<file path="src/rtl/uart_fp_tx_pkg.sv">
// uart_fp_tx_pkg: shared UART timing constants and Fp word geometry.
// Also holds the FSM state encodings used by the word and byte engines.
package uart_fp_tx_pkg;

  localparam int UART_CLK_FREQ  = 100_000_000;
  localparam int UART_BAUD_RATE = 460_800;

  function automatic int clks_per_bit(input int f, input int b);
    return f / b;
  endfunction

  localparam int UART_CLKS_PER_BIT =
    clks_per_bit(UART_CLK_FREQ, UART_BAUD_RATE);
  localparam int UART_FRAME_BITS = 10;

  localparam int K          = 17;
  localparam int N          = 17;
  localparam int FP_BITS    = K * N;
  localparam int N_FP_BYTES = (FP_BITS + 7) / 8;

  typedef logic [FP_BITS-1:0] uint_fp_t;

  typedef enum logic {
    W_IDLE,
    W_SEND
  } word_state_e;

  typedef enum logic [1:0] {
    B_IDLE,
    B_START,
    B_DATA,
    B_STOP
  } byte_state_e;

endpackage

</file>
<file path="src/rtl/uart_fp_tx_if.sv">
// uart_fp_tx_if: valid/ready word handshake into the Fp UART transmitter.
// The producer drives data and valid; the transmitter returns ready.
interface uart_fp_tx_if
  import uart_fp_tx_pkg::*;
#(
  parameter int DATA_BITS = FP_BITS
);

  logic [DATA_BITS-1:0] i_data;
  logic                 i_valid;
  logic                 o_ready;

  modport master (
    output i_data,
    output i_valid,
    input  o_ready
  );

  modport slave (
    input  i_data,
    input  i_valid,
    output o_ready
  );

endinterface

</file>
<file path="src/rtl/uart_tx_byte.sv">
// uart_tx_byte: one 8N1 frame, LSB first, registered line output.
// A start request during the final stop cycle chains frames with no idle gap.
module uart_tx_byte
  import uart_fp_tx_pkg::*;
#(
  parameter int CLKS_PER_BIT = UART_CLKS_PER_BIT
) (
  input  logic       clk,
  input  logic       rst,
  input  logic [7:0] i_byte,
  input  logic       i_start,
  output logic       o_txd,
  output logic       o_done
);

  localparam int CW =
    (CLKS_PER_BIT > 2) ? $clog2(CLKS_PER_BIT) : 1;
  localparam logic [CW-1:0] BAUD_MAX = CW'(CLKS_PER_BIT - 1);

  byte_state_e   state_q, state_d;
  logic [CW-1:0] baud_cnt_q, baud_cnt_d;
  logic [2:0]    bit_idx_q, bit_idx_d;
  logic [7:0]    sh_q, sh_d;
  logic          txd_q, txd_d;
  logic          tick;

  assign tick   = (baud_cnt_q == BAUD_MAX);
  assign o_done = (state_q == B_STOP) && tick;
  assign o_txd  = txd_q;

  always_comb begin
    state_d    = state_q;
    baud_cnt_d = tick ? '0 : baud_cnt_q + 1'b1;
    bit_idx_d  = bit_idx_q;
    sh_d       = sh_q;
    txd_d      = txd_q;
    unique case (state_q)
      B_IDLE: begin
        baud_cnt_d = '0;
        txd_d      = 1'b1;
      end
      B_START: begin
        if (tick) begin
          state_d   = B_DATA;
          bit_idx_d = 3'd0;
          txd_d     = sh_q[0];
          sh_d      = sh_q >> 1;
        end
      end
      B_DATA: begin
        if (tick) begin
          if (bit_idx_q == 3'd7) begin
            state_d = B_STOP;
            txd_d   = 1'b1;
          end else begin
            bit_idx_d = bit_idx_q + 3'd1;
            txd_d     = sh_q[0];
            sh_d      = sh_q >> 1;
          end
        end
      end
      B_STOP: begin
        if (tick) begin
          state_d = B_IDLE;
        end
      end
    endcase
    // Next frame's start bit replaces the cycle after the stop bit.
    if (i_start && (state_q == B_IDLE || o_done)) begin
      state_d    = B_START;
      baud_cnt_d = '0;
      bit_idx_d  = 3'd0;
      sh_d       = i_byte;
      txd_d      = 1'b0;
    end
  end

  always_ff @(posedge clk or posedge rst) begin
    if (rst) begin
      state_q    <= B_IDLE;
      baud_cnt_q <= '0;
      bit_idx_q  <= 3'd0;
      sh_q       <= 8'h00;
      txd_q      <= 1'b1;
    end else begin
      state_q    <= state_d;
      baud_cnt_q <= baud_cnt_d;
      bit_idx_q  <= bit_idx_d;
      sh_q       <= sh_d;
      txd_q      <= txd_d;
    end
  end

endmodule

</file>
<file path="src/rtl/uart_fp_tx.sv">
// uart_fp_tx: sends one Fp word as N_BYTES little-endian 8N1 frames.
// Owns the word shift register and byte index; bit timing is in uart_tx_byte.
module uart_fp_tx
  import uart_fp_tx_pkg::*;
#(
  parameter int CLK_FREQ  = UART_CLK_FREQ,
  parameter int BAUD_RATE = UART_BAUD_RATE,
  parameter int DATA_BITS = FP_BITS
) (
  input  logic        clk,
  input  logic        rst,
  uart_fp_tx_if.slave bus,
  output logic        o_txd,
  output logic        o_busy,
  output logic [5:0]  o_byte_idx
);

  localparam int CLKS_PER_BIT = clks_per_bit(CLK_FREQ, BAUD_RATE);
  localparam int N_BYTES      = (DATA_BITS + 7) / 8;
  localparam int PAD_BITS     = N_BYTES * 8;
  localparam logic [5:0] LAST_IDX = 6'(N_BYTES - 1);

  if (CLKS_PER_BIT < 2) begin : g_cpb_chk
    $error("uart_fp_tx: CLKS_PER_BIT must be at least 2");
  end

  word_state_e         state_q, state_d;
  logic [PAD_BITS-1:0] shift_q, shift_d;
  logic [5:0]          byte_idx_q, byte_idx_d;
  logic [PAD_BITS-1:0] data_pad;
  logic [7:0]          tx_byte;
  logic                tx_start;
  logic                byte_done;
  logic                ready;

  assign data_pad   = PAD_BITS'(bus.i_data);
  assign ready      = (state_q == W_IDLE);
  assign bus.o_ready = ready;
  assign o_busy     = ~ready;
  assign o_byte_idx = byte_idx_q;

  always_comb begin
    state_d    = state_q;
    shift_d    = shift_q;
    byte_idx_d = byte_idx_q;
    tx_start   = 1'b0;
    tx_byte    = shift_q[7:0];
    unique case (state_q)
      W_IDLE: begin
        // Byte 0 goes straight from the input so the line drops at once.
        if (bus.i_valid) begin
          state_d    = W_SEND;
          tx_start   = 1'b1;
          tx_byte    = data_pad[7:0];
          shift_d    = data_pad >> 8;
          byte_idx_d = 6'd0;
        end
      end
      W_SEND: begin
        if (byte_done) begin
          if (byte_idx_q == LAST_IDX) begin
            state_d = W_IDLE;
          end else begin
            tx_start   = 1'b1;
            shift_d    = shift_q >> 8;
            byte_idx_d = byte_idx_q + 6'd1;
          end
        end
      end
    endcase
  end

  always_ff @(posedge clk or posedge rst) begin
    if (rst) begin
      state_q    <= W_IDLE;
      shift_q    <= '0;
      byte_idx_q <= 6'd0;
    end else begin
      state_q    <= state_d;
      shift_q    <= shift_d;
      byte_idx_q <= byte_idx_d;
    end
  end

  uart_tx_byte #(
    .CLKS_PER_BIT (CLKS_PER_BIT)
  ) u_byte (
    .clk     (clk),
    .rst     (rst),
    .i_byte  (tx_byte),
    .i_start (tx_start),
    .o_txd   (o_txd),
    .o_done  (byte_done)
  );

endmodule
</file>
<file path="src/flat_wrapper.sv">
// flat-port wrapper written by rule: the top's interface ports become plain ports
module uart_fp_tx_flat import uart_fp_tx_pkg::*;
#(
  parameter int CLK_FREQ  = UART_CLK_FREQ,
  parameter int BAUD_RATE = UART_BAUD_RATE,
  parameter int DATA_BITS = FP_BITS
)
  (clk, rst, o_txd, o_busy, o_byte_idx, bus_i_data, bus_i_valid, bus_o_ready);
  uart_fp_tx_if #(.DATA_BITS(DATA_BITS)) bus_i ();
  input  logic clk;
  input  logic rst;
  output logic o_txd;
  output logic o_busy;
  output logic [5:0] o_byte_idx;
  input wire logic [$bits(bus_i.i_data)-1:0] bus_i_data;
  input wire logic [$bits(bus_i.i_valid)-1:0] bus_i_valid;
  output wire logic [$bits(bus_i.o_ready)-1:0] bus_o_ready;
  assign bus_i.i_data = bus_i_data;
  assign bus_i.i_valid = bus_i_valid;
  assign bus_o_ready = bus_i.o_ready;
  uart_fp_tx #(.CLK_FREQ(CLK_FREQ), .BAUD_RATE(BAUD_RATE), .DATA_BITS(DATA_BITS)) u_core (.clk(clk), .rst(rst), .bus(bus_i), .o_txd(o_txd), .o_busy(o_busy), .o_byte_idx(o_byte_idx));
endmodule
</file>
<file path="config.mk">
export PLATFORM = sky130hd
export DESIGN_NAME = uart_fp_tx_flat
export DESIGN_NICKNAME = d
export VERILOG_FILES = /design/src/rtl/uart_fp_tx_pkg.sv /design/src/rtl/uart_fp_tx_if.sv /design/src/rtl/uart_tx_byte.sv /design/src/rtl/uart_fp_tx.sv /design/src/flat_wrapper.sv
export SDC_FILE = /design/constraint.sdc
export NUM_CORES = 1
export LEC_CHECK = 0
export BUFFER_PORTS_ARGS = -buffer_cell sky130_fd_sc_hd__buf_2
export CAP_MARGIN = 20
export CORE_ASPECT_RATIO = 1.25
export CORE_MARGIN = 2
export CORE_UTILIZATION = 30
export DETAILED_ROUTE_END_ITERATION = 12
export PLACE_DENSITY = 0.52
export SETUP_SLACK_MARGIN = 0.3
export SYNTH_ARGS = -nofsm -noshare
export SYNTH_HDL_FRONTEND = slang
export SYNTH_SLANG_ARGS = --single-unit
export TNS_END_PERCENT = 5
</file>
<file path="constraint.sdc">
create_clock -name clk -period 21.6 [get_ports clk]
set_input_delay 1.08 -clock clk [delete_from_list [all_inputs] [get_ports clk]]
set_output_delay 1.08 -clock clk [all_outputs]
set_load 0.01 [all_outputs]
</file>
* Word-level counts from Yosys, hierarchy flattened
Cells that the tools add are included.
** Storage, ports and cells
- Register bits after elaboration :: 325
- Input port bits :: 292
- Output and inout bits :: 9
- Word-level logic and storage cells :: 77
** Operators by class
- $add $sub $neg :: 3
- Equal/unequal tests :: 14
- Muxes and demuxes :: 40
- Bitwise logic cells :: 1
- Reduce and logical (&&, ||, !) cells :: 11
** Operators by type and width (count)
- 296-bit two-way mux :: 3
- 296-bit one-hot mux with 2 select lines :: 1
- 8-bit two-way mux :: 9
- 6-bit two-way mux :: 3
- 8-bit one-hot mux with 2 select lines :: 1
- 3-bit two-way mux :: 4
- 3-bit != test (second input constant) :: 4
- 6-bit one-hot mux with 2 select lines :: 1
- 2-bit two-way mux :: 5
- 8-bit by 1-bit adder with 8-bit output (second input constant) :: 1
- 8-bit == test (second input constant) :: 1
- 1-bit two-way mux :: 8
- 4-bit nonzero test :: 2
- 6-bit by 1-bit adder with 6-bit output (second input constant) :: 1
- 6-bit == test (second input constant) :: 1
- 2-bit != test (second input constant) :: 3
- 2-bit one-hot mux with 3 select lines :: 1
- 3-bit one-hot mux with 2 select lines :: 1
- 3-bit AND reduction :: 2
- 5-bit AND reduction :: 1
- 2-bit == test (second input constant) :: 2
- 1-bit one-hot mux with 2 select lines :: 2
- 4-bit AND reduction :: 1
- 3-bit by 1-bit adder with 3-bit output (second input constant) :: 1
- 9 further kinds :: 10

* Depth between registers and ports, before layout
- Depth in word-level cells :: 7
- Depth in mapped cells :: 8
- Depth with buffers taken out :: 6

* Hierarchy
From an unflattened synthesis, not the netlist that was laid out.
** Second synthesis, totals
- Cell total of the unflattened synthesis :: 1449
- Area total of the unflattened synthesis :: 16482.1 sq um
** Modules (own cells, without submodules)
- uart_fp_tx :: times used 1, cells each 1342, area an instance 15262.1 sq um, seq. area each 7206.9 sq um
- uart_tx_byte :: times used 1, cells each 107, area an instance 1219.9 sq um, seq. area each 551.8 sq um

* Worst setup path after synthesis
No wires, ideal clock.
- Kind :: input-to-reg
- From :: input bus_i_valid
- To :: register u_core.shift_q[123]
- Setup time :: 0.125 ns
- Arrival :: 2.081 ns
- Required time :: 21.475 ns
- Setup slack :: 19.394 ns
- Stages on the path :: 5
- Path buffers :: 2
- Cells stage by stage :: nand2_1 > o21ai_4 > buf_8 > buf_8 > mux2_2
** Between the ends
- Cells in the longest elaborated chain, start to end :: 2
** Ends and longest elaborated chain
- start, declared :: line flat_wrapper.sv:16 : input wire logic [$bits(bus_i.i_valid)-1:0] bus_i_valid;
- 2-bit != test (no line)
- 3-bit AND reduction (no line)
- end signal, assigned :: line uart_fp_tx.sv:80 : shift_q <= shift_d;
- end, declared :: line uart_fp_tx.sv:28 : logic [PAD_BITS-1:0] shift_q, shift_d;
No other way between the ends.
A chain may end at the register's enable or synchronous reset.

* Final worst setup path
- From :: register u_core.state_q (netlist: u_core.o_busy)
- To :: register u_core.shift_q[123]
** Between the ends
- Cells in the longest elaborated chain, start to end :: 3
- Elaborated cells between the ends (all ways) :: 6
- Those cells by class :: eq/ne (3); mux (1); bitwise (1); reduce/logical (1)
** Ends and longest elaborated chain
- start, declared :: line uart_fp_tx.sv:27 : word_state_e state_q, state_d;
- start signal, assigned :: line uart_fp_tx.sv:79 : state_q <= state_d;
- 1-bit inverter
- 2-bit != test (no line)
- 3-bit AND reduction (no line)
Several ways; a longest one is shown, not always the timed one.

==> results_dict.tcl <==
set metrics [dict create \
    avgSynthCellArea_um2 15.4 \
    worstMarginPinSlew_ps 1230 \
    layout-drive-gt1-share_pct 65.3 \
    num-fill-cells 5313 \
    path_clk_slew_ps 60 \
    drtIter0Drc 483 \
    endpoint_kind "flop" \
    min_path_cells 1 \
    synth_nets 1379 \
    cp_max_fo 144 \
    dieArea_mm2 0.0571 \
    floorplan.initialDensity_pct 30.3 \
    io_pins 301 \
    drc 0 \
    cts-htree-levels 2 \
    die_w_um 214 \
    cellLeakagePower_nw 8.75 \
    rows 96 \
    core-area_mm2 0.0547 \
    ys_types 47 \
    cts_hold_buf 0 \
    cts_buffer_depth 3 \
    rsz0062_at_grt "no" \
    combPwrFrac_pct 14.9 \
    nets 1664 \
    finalSetupTns_ps 0 \
    final_common_cell "dfrtp_1" \
    p_switching_uw 382 \
    grt_pass1_vias 10500 \
    reg2regPathDepth 5 \
    clock_sinks 310 \
    gp_congestion 0.742 \
    p_clk_share_pct 40.6 \
    fin_area_mm2 0.0196 \
    cts_buffers 39 \
    viasPerCell 4.47 \
    postCtsSetupRepairBufs 0 \
    grt_max_degree 145 \
    hp-start "u_core.shift_q[148]$_DFFE_PP0P_" \
    antenna_found_initial 18 \
    skew_ps 16.6 \
    synth_area_mm2 0.0165 \
    placed_area_mm2 0.0184 \
    wl_per_cell_um 18.9 \
    p_int_mw 1.22 \
    grt-ovfl-total 0 \
    grt_pass1_wl_um 62300 \
    p_sw_share_pct 23.8 \
    r2r_end "u_core.shift_q[123]$_DFFE_PP0P_" \
    p_seq_share_pct 44.5 \
    clock_latency_ps 550 \
    postSynthCellCount 1077 \
    period_share_pct 17.3 \
    pwr_density_cell_mw_per_mm2 81.7 \
    cp.arrival_ps 4150 \
    cts_tree "done" \
    async_flop_share_pct 100 \
    synth_edf_count 0 \
    portBuffers 300 \
    hold_class "reg -> reg" \
    max_freq_mhz 268 \
    start_kind "flop" \
    track_usage_pct 14.0 \
    areaGrowthSynthToFinish_pct 18.6 \
    synth_seq_area_share_pct 46.9 \
    final_antenna_net_count 0 \
    max_slew_margin_pct 17.9 \
    drt-total-wl_um 40300 \
    cts-root-buf "clkbuf_16" \
    final_cell_mix "308 x dfrtp_1, 300 x mux2_2, 300 x buf_2" \
    synth_flop_cell "dfrtp_1" \
    status "completed" \
    yosysWarnings 0 \
    report.final.setup_viol 0 \
    ff2ff_setup_slack_ps 17870 \
    r2r_start "u_core.o_busy$_DFF_PP0_" \
    drv_slew 0 \
    ir_worst_vdd_uv 46.8 \
    dpl.hpwl_um 27100 \
    dr.pass1.iters 4 \
    critical_path_class "reg -> reg" \
    yosys_register_bits 310 \
    worstHoldEndpoint "u_core.shift_q[148]$_DFFE_PP0P_" \
    hold_viol 0 \
    fp.dieH_um 267 \
    cp.required_ps 22020 \
    cap_viol_max_count 0 \
    vias 9516 \
    period_needed_ps 3730 \
    postCtsResizedCells 0 \
]
worst max-delay path by stage:
stage	cells after the start	from	endpoint
after floorplan	1	rst	u_core.o_busy$_DFF_PP0_
after global placement	6	bus_i_valid	u_core.shift_q[123]$_DFFE_PP0P_
after detailed placement	6	bus_i_valid	u_core.shift_q[126]$_DFFE_PP0P_
after CTS	5	u_core.o_busy$_DFF_PP0_	u_core.shift_q[105]$_DFFE_PP0P_
after global routing	5	u_core.o_busy$_DFF_PP0_	u_core.shift_q[123]$_DFFE_PP0P_
final	5	u_core.o_busy$_DFF_PP0_	u_core.shift_q[123]$_DFFE_PP0P_
worst max-delay path: stages, from the launching register on:
cell	delay [ps]
dfrtp_4	970
nand4_4	250
o21ai_4	220
buf_12	550
buf_12	710
mux2_2	420
final cells by class:
type                       count  area, µm²  share of cell area [%]
clock inverter                15        169                   0.860
timing repair buffer         310       1600                    8.16
sequential                   310       7760                    39.5
multi-input combinational    690       8030                    40.9
antenna                        5       12.5                  0.0637
inverter                      11       48.8                   0.249
clock buffer                  53       1090                    5.55
tap                          735        920                    4.68
power by group through the flow:
stage          logic, mW  registers [mW]  clock network (mW)
2_1_floorplan      0.187           0.702                   0
3_3_place_gp       0.239           0.724                   0
3_5_place_dp       0.243           0.723                   0
4_1_cts            0.245           0.715               0.678
5_1_grt            0.262           0.725               0.701
6_report           0.238           0.714               0.652
Yosys cell counts, types with 2 or more instances:
| cell | number | share of area (%) |
|---|---|---|
| or3_1 | 3 | 0.11 |
| nand2b_1 | 4 | 0.15 |
| nand3_1 | 7 | 0.21 |
| and2_1 | 3 | 0.11 |
| dfrtp_1 | 309 | 47 |
| a22o_1 | 2 | 0.11 |
| buf_4 | 2 | 0.091 |
| xor2_1 | 4 | 0.21 |
| inv_1 | 11 | 0.25 |
| clkbuf_1 | 31 | 0.70 |
| nand2_1 | 21 | 0.48 |
| o21ai_0 | 13 | 0.39 |
| mux2_2 | 300 | 20 |
| a21oi_1 | 8 | 0.24 |
| and3_1 | 2 | 0.076 |
| nand4_1 | 3 | 0.11 |
| mux2i_1 | 24 | 1.5 |
| nor3_1 | 2 | 0.061 |
| nor2_1 | 14 | 0.32 |
| buf_8 | 3 | 0.27 |
| mux2_1 | 18 | 1.2 |
| xnor2_1 | 3 | 0.16 |
| buf_12 | 26 | 3.1 |
| ha_1 | 10 | 0.76 |
| a41o_1 | 2 | 0.12 |
| mux2_4 | 228 | 21 |
| buf_2 | 4 | 0.12 |
logic make-up (layout without fill, tap and decap cells):
| logic type | after synthesis | after routing | share of synthesized area (%) |
|---|---|---|---|
| other cells | 0 | 5 | 0 |
| flops | 310 | 310 | 46.9 |
| buf+inv | 77 | 389 | 4.58 |
| mux | 570 | 570 | 43.8 |
| xor+xnor | 7 | 7 | 0.371 |
| simple gates | 68 | 68 | 2.15 |
| fa+ha+maj | 10 | 10 | 0.756 |
| compound gates | 35 | 35 | 1.46 |
metal layers:
metal | global-route usage, % | wire [µm] | up-vias
li1 | - | - | 4485
met1 | 17.7 | 17500 | 4672
met2 | 22.8 | 18900 | 250
met3 | 5.01 | 2890 | 81
met4 | 3.50 | 764 | 28
met5 | 0 | 163 | -
metrics by stage:
| step | hold slack, ps | utilization [%] | std cells | setup slack (ps) | total power, mW |
|---|---|---|---|---|---|
| 2_1_floorplan | 452 | - | 1077 | 11950 | 0.889 |
| 3_3_place_gp | 461 | 33.6 | 2056 | 17750 | 0.962 |
| 3_5_place_dp | 468 | 33.6 | 2056 | 17720 | 0.966 |
| 4_1_cts | 481 | 35.9 | 2124 | 17800 | 1.64 |
| 5_1_grt | 496 | 35.9 | 2128 | 17690 | 1.69 |
| 6_report | 480 | 35.9 | 2129 | 17870 | 1.60 |
flip-flops by register name, summed over array words and instances (netlist names):
name                      flops
u_core.shift_q              281
u_core.u_byte.baud_cnt_q      8
u_core.u_byte.sh_q            8
u_core.o_byte_idx             6
u_core.u_byte.bit_idx_q       3
u_core.u_byte.state_q         2
u_core.o_busy                 1
u_core.u_byte.o_txd           1
Note: power is estimated with default switching activity, not from simulation.
